`config.mk`:
```
export PLATFORM = sky130hd
export DESIGN_NAME = sobel_kernel_flat
export DESIGN_NICKNAME = d
export VERILOG_FILES = /design/src/rtl/sobel_pkg.sv /design/src/rtl/sobel_if.sv /design/src/rtl/sobel_out_fifo.sv /design/src/rtl/sobel_kernel.sv /design/src/flat_wrapper.sv
export SDC_FILE = /design/constraint.sdc
export NUM_CORES = 1
export LEC_CHECK = 0
export CAP_MARGIN = 20
export CORE_UTILIZATION = 35
export DETAILED_ROUTE_END_ITERATION = 10
export GPL_TIMING_DRIVEN = 0
export PLACE_DENSITY = 0.6
export RECOVER_POWER = 25
export SYNTH_ARGS = -nofsm -noshare
export SYNTH_HDL_FRONTEND = slang
export SYNTH_SLANG_ARGS = --single-unit
```
`constraint.sdc`:
```
create_clock -name clk -period 4.3 [get_ports clk]
set_clock_uncertainty 0.1 [all_clocks]
set_input_delay 0.43 -clock clk [delete_from_list [all_inputs] [get_ports clk]]
set_output_delay 0.43 -clock clk [all_outputs]
set_load 0.01 [all_outputs]
```
`src/rtl/sobel_pkg.sv`:
```
// sobel_pkg: shared constants for the Sobel edge kernel.
//   DEFAULT_PIXEL_WIDTH  default pixel / magnitude width
//   P0..P8               pixel slot indices inside the packed 3x3 window
//   PSUM_WIDTH           width of one unsigned partial sum (p + 2p + p)
//   GRAD_WIDTH           width of a signed gradient (difference of two partial sums)
package sobel_pkg;

    localparam int DEFAULT_PIXEL_WIDTH = 8;

    localparam int P0 = 0;
    localparam int P1 = 1;
    localparam int P2 = 2;
    localparam int P3 = 3;
    localparam int P4 = 4;
    localparam int P5 = 5;
    localparam int P6 = 6;
    localparam int P7 = 7;
    localparam int P8 = 8;

    localparam int PSUM_WIDTH = DEFAULT_PIXEL_WIDTH + 2;
    localparam int GRAD_WIDTH = PSUM_WIDTH + 1;

    // a + 2b + c of three pixels never exceeds 4*(2^pw - 1), so two extra bits suffice
    function automatic int psum_width(int pw);
        return pw + 2;
    endfunction

    function automatic int grad_width(int pw);
        return pw + 3;
    endfunction

endpackage

```
`src/rtl/sobel_if.sv`:
```
// sobel_if: window input / result output bundle of the Sobel kernel.
//   window_valid, window_in, threshold  producer -> kernel
//   out_valid, out_mag, out_bin         kernel -> consumer (FWFT head)
//   out_ready                           consumer -> kernel
//   overflow / clr_overflow             sticky drop flag and its clear
// The kernel uses the slave modport; the driving environment uses master.
interface sobel_if
    import sobel_pkg::*;
#(
    parameter int PIXEL_WIDTH = DEFAULT_PIXEL_WIDTH
);

    logic                     window_valid;
    logic [9*PIXEL_WIDTH-1:0] window_in;
    logic [PIXEL_WIDTH-1:0]   threshold;
    logic                     out_valid;
    logic                     out_ready;
    logic [PIXEL_WIDTH-1:0]   out_mag;
    logic                     out_bin;
    logic                     overflow;
    logic                     clr_overflow;

    modport master (
        output window_valid, window_in, threshold, out_ready, clr_overflow,
        input  out_valid, out_mag, out_bin, overflow
    );

    modport slave (
        input  window_valid, window_in, threshold, out_ready, clr_overflow,
        output out_valid, out_mag, out_bin, overflow
    );

endinterface

```
`src/rtl/sobel_out_fifo.sv`:
```
// sobel_out_fifo: first-word-fall-through result FIFO.
//   clk, rst     clock, asynchronous active-high reset
//   push, din    write request and data; dropped when full unless a pop happens in the same cycle
//   full         occupancy equals DEPTH
//   pop, dout    read request and head data (valid whenever empty is low)
//   empty        occupancy is zero
// DEPTH must be a power of two so the pointers wrap naturally.
module sobel_out_fifo #(
    parameter int DW    = 9,
    parameter int DEPTH = 4
) (
    input  logic          clk,
    input  logic          rst,
    input  logic          push,
    input  logic [DW-1:0] din,
    output logic          full,
    input  logic          pop,
    output logic [DW-1:0] dout,
    output logic          empty
);

    localparam int AW = $clog2(DEPTH);
    localparam int CW = AW + 1;

    logic [DW-1:0] mem [DEPTH];
    logic [AW-1:0] rd_ptr;
    logic [AW-1:0] wr_ptr;
    logic [CW-1:0] cnt;
    logic          pop_ok;
    logic          push_ok;

    assign empty   = cnt == '0;
    assign full    = cnt == CW'(DEPTH);
    assign pop_ok  = pop & ~empty;
    // a pop frees the slot in the same cycle, so a full FIFO still accepts a write then
    assign push_ok = push & (~full | pop_ok);
    assign dout    = mem[rd_ptr];

    always_ff @(posedge clk or posedge rst) begin
        if (rst) begin
            rd_ptr <= '0;
            wr_ptr <= '0;
            cnt    <= '0;
        end else begin
            rd_ptr <= pop_ok ? rd_ptr + AW'(1) : rd_ptr;
            wr_ptr <= push_ok ? wr_ptr + AW'(1) : wr_ptr;
            cnt    <= cnt + CW'(push_ok) - CW'(pop_ok);
        end
    end

    always_ff @(posedge clk) begin
        if (push_ok)
            mem[wr_ptr] <= din;
    end

endmodule

```
`src/rtl/sobel_kernel.sv`:
```
// sobel_kernel: 3-stage Sobel gradient pipeline with saturated magnitude,
// threshold flag and an output FIFO.
//   clk, rst  clock, asynchronous active-high reset
//   bus       sobel_if.slave: window_valid/window_in/threshold in,
//             out_valid/out_ready/out_mag/out_bin FWFT result port,
//             overflow (sticky drop flag) / clr_overflow
// Stage 1: four partial sums, stage 2: |Gx| and |Gy|, stage 3: magnitude and flag,
// then the result is pushed into the FIFO on the following edge.
module sobel_kernel
    import sobel_pkg::*;
#(
    parameter int PIXEL_WIDTH = DEFAULT_PIXEL_WIDTH,
    parameter int FIFO_DEPTH  = 4
) (
    input  logic   clk,
    input  logic   rst,
    sobel_if.slave bus
);

    localparam int          SW      = psum_width(PIXEL_WIDTH);
    localparam logic [SW:0] MAX_MAG = {{(SW + 1 - PIXEL_WIDTH){1'b0}}, {PIXEL_WIDTH{1'b1}}};

    logic [PIXEL_WIDTH-1:0] p [9];
    logic                   v1, v2, v3;
    logic [SW-1:0]          gx_pos, gx_neg, gy_pos, gy_neg;
    logic [SW-1:0]          abs_gx, abs_gy;
    logic [SW:0]            mag_sum;
    logic [PIXEL_WIDTH-1:0] mag3;
    logic                   bin3;
    logic [PIXEL_WIDTH:0]   head;
    logic                   fifo_full;
    logic                   fifo_empty;
    logic                   pop;
    logic                   drop;
    logic                   ovf;

    function automatic logic [SW-1:0] tri_sum(input logic [PIXEL_WIDTH-1:0] a, b, c);
        return SW'(a) + (SW'(b) << 1) + SW'(c);
    endfunction

    always_comb begin
        for (int k = 0; k < 9; k++)
            p[k] = bus.window_in[k*PIXEL_WIDTH +: PIXEL_WIDTH];
    end

    assign mag_sum = {1'b0, abs_gx} + {1'b0, abs_gy};

    always_ff @(posedge clk or posedge rst) begin
        if (rst) begin
            v1 <= 1'b0;
            v2 <= 1'b0;
            v3 <= 1'b0;
        end else begin
            v1 <= bus.window_valid;
            v2 <= v1;
            v3 <= v2;
        end
    end

    // Datapath carries no reset; the valid chain alone qualifies it.
    always_ff @(posedge clk) begin
        gx_pos <= tri_sum(p[P2], p[P5], p[P8]);
        gx_neg <= tri_sum(p[P0], p[P3], p[P6]);
        gy_pos <= tri_sum(p[P6], p[P7], p[P8]);
        gy_neg <= tri_sum(p[P0], p[P1], p[P2]);
        // magnitude of the signed difference, taken without forming the signed value
        abs_gx <= gx_pos >= gx_neg ? gx_pos - gx_neg : gx_neg - gx_pos;
        abs_gy <= gy_pos >= gy_neg ? gy_pos - gy_neg : gy_neg - gy_pos;
        mag3   <= mag_sum > MAX_MAG ? {PIXEL_WIDTH{1'b1}} : mag_sum[PIXEL_WIDTH-1:0];
        bin3   <= (mag_sum > MAX_MAG ? {PIXEL_WIDTH{1'b1}} : mag_sum[PIXEL_WIDTH-1:0]) >= bus.threshold;
    end

    assign pop  = bus.out_ready & ~fifo_empty;
    assign drop = v3 & fifo_full & ~pop;

    sobel_out_fifo #(
        .DW    (PIXEL_WIDTH + 1),
        .DEPTH (FIFO_DEPTH)
    ) u_fifo (
        .clk   (clk),
        .rst   (rst),
        .push  (v3),
        .din   ({bin3, mag3}),
        .full  (fifo_full),
        .pop   (pop),
        .dout  (head),
        .empty (fifo_empty)
    );

    // a drop in the same cycle as a clear keeps the flag set
    always_ff @(posedge clk or posedge rst) begin
        if (rst)
            ovf <= 1'b0;
        else
            ovf <= drop ? 1'b1 : bus.clr_overflow ? 1'b0 : ovf;
    end

    assign bus.out_valid = ~fifo_empty;
    assign bus.out_mag   = fifo_empty ? '0 : head[PIXEL_WIDTH-1:0];
    assign bus.out_bin   = ~fifo_empty & head[PIXEL_WIDTH];
    assign bus.overflow  = ovf;

endmodule

```
`src/flat_wrapper.sv`:
```
// flat-port wrapper written by rule: the top's interface ports become plain ports
module sobel_kernel_flat import sobel_pkg::*;
#(
    parameter int PIXEL_WIDTH = DEFAULT_PIXEL_WIDTH,
    parameter int FIFO_DEPTH  = 4
)
  (clk, rst, bus_window_valid, bus_window_in, bus_threshold, bus_out_ready, bus_clr_overflow, bus_out_valid, bus_out_mag, bus_out_bin, bus_overflow);
  sobel_if #(.PIXEL_WIDTH(PIXEL_WIDTH)) bus_i ();
  input  logic clk;
  input  logic rst;
  input wire logic [$bits(bus_i.window_valid)-1:0] bus_window_valid;
  input wire logic [$bits(bus_i.window_in)-1:0] bus_window_in;
  input wire logic [$bits(bus_i.threshold)-1:0] bus_threshold;
  input wire logic [$bits(bus_i.out_ready)-1:0] bus_out_ready;
  input wire logic [$bits(bus_i.clr_overflow)-1:0] bus_clr_overflow;
  output wire logic [$bits(bus_i.out_valid)-1:0] bus_out_valid;
  output wire logic [$bits(bus_i.out_mag)-1:0] bus_out_mag;
  output wire logic [$bits(bus_i.out_bin)-1:0] bus_out_bin;
  output wire logic [$bits(bus_i.overflow)-1:0] bus_overflow;
  assign bus_i.window_valid = bus_window_valid;
  assign bus_i.window_in = bus_window_in;
  assign bus_i.threshold = bus_threshold;
  assign bus_i.out_ready = bus_out_ready;
  assign bus_i.clr_overflow = bus_clr_overflow;
  assign bus_out_valid = bus_i.out_valid;
  assign bus_out_mag = bus_i.out_mag;
  assign bus_out_bin = bus_i.out_bin;
  assign bus_overflow = bus_i.overflow;
  sobel_kernel #(.PIXEL_WIDTH(PIXEL_WIDTH), .FIFO_DEPTH(FIFO_DEPTH)) u_core (.clk(clk), .rst(rst), .bus(bus_i));
endmodule
```
==> impl_metrics.ini <==
[timing]
hold_ws_ns = 0.245
rsz0062_at_grt = false
hold_viol = 0
tightest_slew_ns = 0.601
setup_viol = 0
maxSlewViolCount = 0
fin_tns_setup_ns = 0
finalCritPeriodShare_pct = 87.0
slew_headroom_pct = 60.0
period_minus_slack_ns = 3.74
worst_slack_ns = 0.559
max_freq_ghz = 0.267

[floorplanning]
ios = 96
core.rowCount = 52
die_area_sq_um = 21600
fp.dieH_um = 147
start_util_pct = 36.1
coreArea_sq_um = 20400
chipWidth_um = 147

[status]
status = complete, no violations

[cts]
cts.sink_count = 116
root_buffer = clkbuf_16
clockBufferDepth = 2
ctsResizeCount = 0
clock_latency_ns = 0.41
post_cts.repair.setup_buffers = 0
h-tree-depth = 4
cts_buffers = 17
clkTransAtPathRegs_ns = 0.05
cts_tree = yes
cts_hold_buf = 0

[final_layout]
nets = 995
diodes = 0
final_cell_area_sq_um = 9110
drive_gt1_share_pct = 6.86
syn_to_final_growth_pct = 23.6

[critical_path]
required_ns = 4.49
arrival_ns = 3.93
path_max_fanout = 9
end_kind = register
startpoint_type = register
critical_path_class = reg2reg

[route]
drcViolationCount = 0
routed_wl_um = 14500
dr.pass1.iters = 5
vias_per_cell = 4.59
drt_iter0_markers = 218
ant_nets = 0
avgRoutedWirePerCell_um = 13.7
vias = 4852

[synth]
ys_types = 50
yosys_register_bits = 116
ys_top_cells_by_area = dfxtp_1, ha_1, edfxtp_1
synth_ff_type = dfxtp_1
synth_nets = 889
ys_warn_count = 0
synth-seq-area-share_pct = 37.1
syn_avg_cell_area_sq_um = 11.0
synth_edf_count = 36
synth_largest_area_cell = dfxtp_1
synth-async-reset-ratio_pct = 9.48
syn_area_sq_um = 7370
synth_top_area_share_pct = 18.7
syn_inst = 668

[place]
io_buffer_count = 87
dp_hpwl_um = 12100
pre_cts_slack_ns = 0.514
gp_congestion = 0.832
placed_area_sq_um = 8580

[worst_hold_path]
hp-class = reg2reg

[run]
drv_cap = 0

[global_route]
grt_antenna_before_repair = 0
track_usage_pct = 14.4
grt_overflow = 0
grt_pass1_vias = 4939
grt_pass1_wl_um = 24200
grt_max_degree = 17

[power]
power.leakage_nw = 3.93
ir_drop_uv = 239
p_per_area_nw_per_um2 = 683
-- layout make-up --
| type | count | area [sq um] |
|---|---|---|
| buffer | 11 | 62.6 |
| fill | 1954 | 11300 |
| multi-input combinational | 463 | 4280 |
| tap | 270 | 338 |
| inverter | 78 | 293 |
| timing repair buffer | 87 | 871 |
| clock inverter | 13 | 86.3 |
| clock buffer | 19 | 443 |
| sequential | 116 | 2740 |
-- routing by layer --
layer	part of all wire, %	GRT usage (%)
met4	0.90	4.02
met3	5.8	4.57
met2	49	25.0
met5	0	0
met1	44	16.9
-- critical path, cell delays in order (launching register included) --
cell,delay [ns]
dfxtp_1,0.31
ha_1,0.16
inv_1,0.05
fa_1,0.37
nor2b_1,0.15
o21ai_0,0.12
a21boi_0,0.41
o211ai_1,0.19
o2bb2ai_2,0.34
nor2b_1,0.18
ha_1,0.23
nand2b_1,0.14
a21o_1,0.18
a21o_1,0.17
a211o_1,0.29
a21oi_1,0.15
o21ai_0,0.10
-- placed cells by master, fill, tap and decap left out, types with 16 or more instances in the layout --
| master | netlist | layout |
|---|---|---|
| ha_1 | 98 | 98 |
| clkdlybuf4s50_1 | 0 | 85 |
| inv_1 | 78 | 78 |
| dfxtp_1 | 69 | 69 |
| fa_1 | 38 | 38 |
| edfxtp_1 | 36 | 36 |
| o21ai_0 | 35 | 35 |
| a21oi_1 | 31 | 31 |
| nand2_1 | 27 | 27 |
| xnor2_1 | 26 | 26 |
| nor2_1 | 24 | 24 |
| xor2_1 | 21 | 21 |
| a21o_1 | 21 | 21 |
| nor2b_1 | 18 | 18 |
| clkbuf_16 | 0 | 17 |
| nand2b_1 | 16 | 16 |
-- registers in the layout, summed over array words and instances, names as in the netlist, 2 cells and up --
signal / flops
u_core.gx_neg: 10
u_core.mag3: 8
u_core.u_fifo.wr_ptr: 2
u_core.gy_neg: 10
u_core.gy_pos: 10
u_core.gx_pos: 10
u_core.u_fifo.rd_ptr: 2
u_core.abs_gx: 10
u_core.abs_gy: 10
u_core.u_fifo.mem: 36
u_core.u_fifo.cnt: 3
-- power breakdown --
| part | total, mW | switching [mW] | internal (mW) |
|---|---|---|---|
| registers | 1.71 | 0.178 | 1.53 |
| clock network | 1.23 | 0.483 | 0.744 |
| logic | 3.29 | 1.73 | 1.56 |
-- Yosys cell counts, types with 2 or more instances --
cell type / count
a21o_1: 21
o41ai_1: 2
nor2_1: 24
buf_2: 5
dfxtp_1: 69
a41oi_1: 2
nand3_1: 3
o41a_1: 4
a21oi_1: 31
nand2b_1: 16
nor2b_1: 18
mux2i_1: 12
mux4_2: 9
xor2_1: 21
nand4_1: 2
o21ai_2: 4
o21ai_0: 35
a211o_1: 2
a211oi_1: 4
ha_1: 98
or3_1: 2
o21ai_1: 2
inv_1: 78
clkbuf_1: 4
nor4_1: 3
fa_1: 38
o31ai_1: 2
nand3b_1: 2
xnor2_1: 26
o21bai_1: 2
o21a_1: 11
edfxtp_1: 36
nor3_1: 10
nand2_1: 27
and2_1: 15
dfrtp_1: 11
o2111ai_1: 3
buf_6: 2
-- logic make-up (layout without fill, tap and decap cells) --
family	count (synthesis)	in the layout	synth area share [%]
AND/OR/NAND/NOR	125	125	8.79
buffers and inverters	89	208	4.82
multiplexers	21	21	4.38
AO/OA/AOI/OAI	134	134	12.3
adder cells (fa/ha/maj)	136	136	27.0
XOR/XNOR	47	47	5.58
flip-flops	116	116	37.1
-- metrics by stage --
step           total power [mW]  std cells  util (%)
2_1_floorplan              4.21        668         -
3_3_place_gp               5.01       1025      42.0
3_5_place_dp               5.04       1025      42.0
4_1_cts                    6.30       1057      44.6
5_1_grt                    6.81       1057      44.6
6_report                   6.22       1057      44.6
-- path summary, 6_finish.rpt --
check                                         start  slack, ns                                   to  depth (start not counted)
max                        u_core.abs_gy[0]$_DFF_P_       0.56                  u_core.bin3$_DFF_P_                         16
min                             u_core.v1$_DFF_PP0_       0.25                  u_core.v2$_DFF_PP0_                          0
max reg2reg                u_core.abs_gy[0]$_DFF_P_       0.56                  u_core.bin3$_DFF_P_                         16
min reg2reg                     u_core.v1$_DFF_PP0_       0.25                  u_core.v2$_DFF_PP0_                          0
max in group asynchronous                       rst       3.46  u_core.u_fifo.rd_ptr[0]$_DFFE_PP0P_                          2
min in group asynchronous                       rst       0.35       u_core.u_fifo.cnt[1]$_DFF_PP0_                          2
No activity file was read; power rests on OpenSTA's default activity.
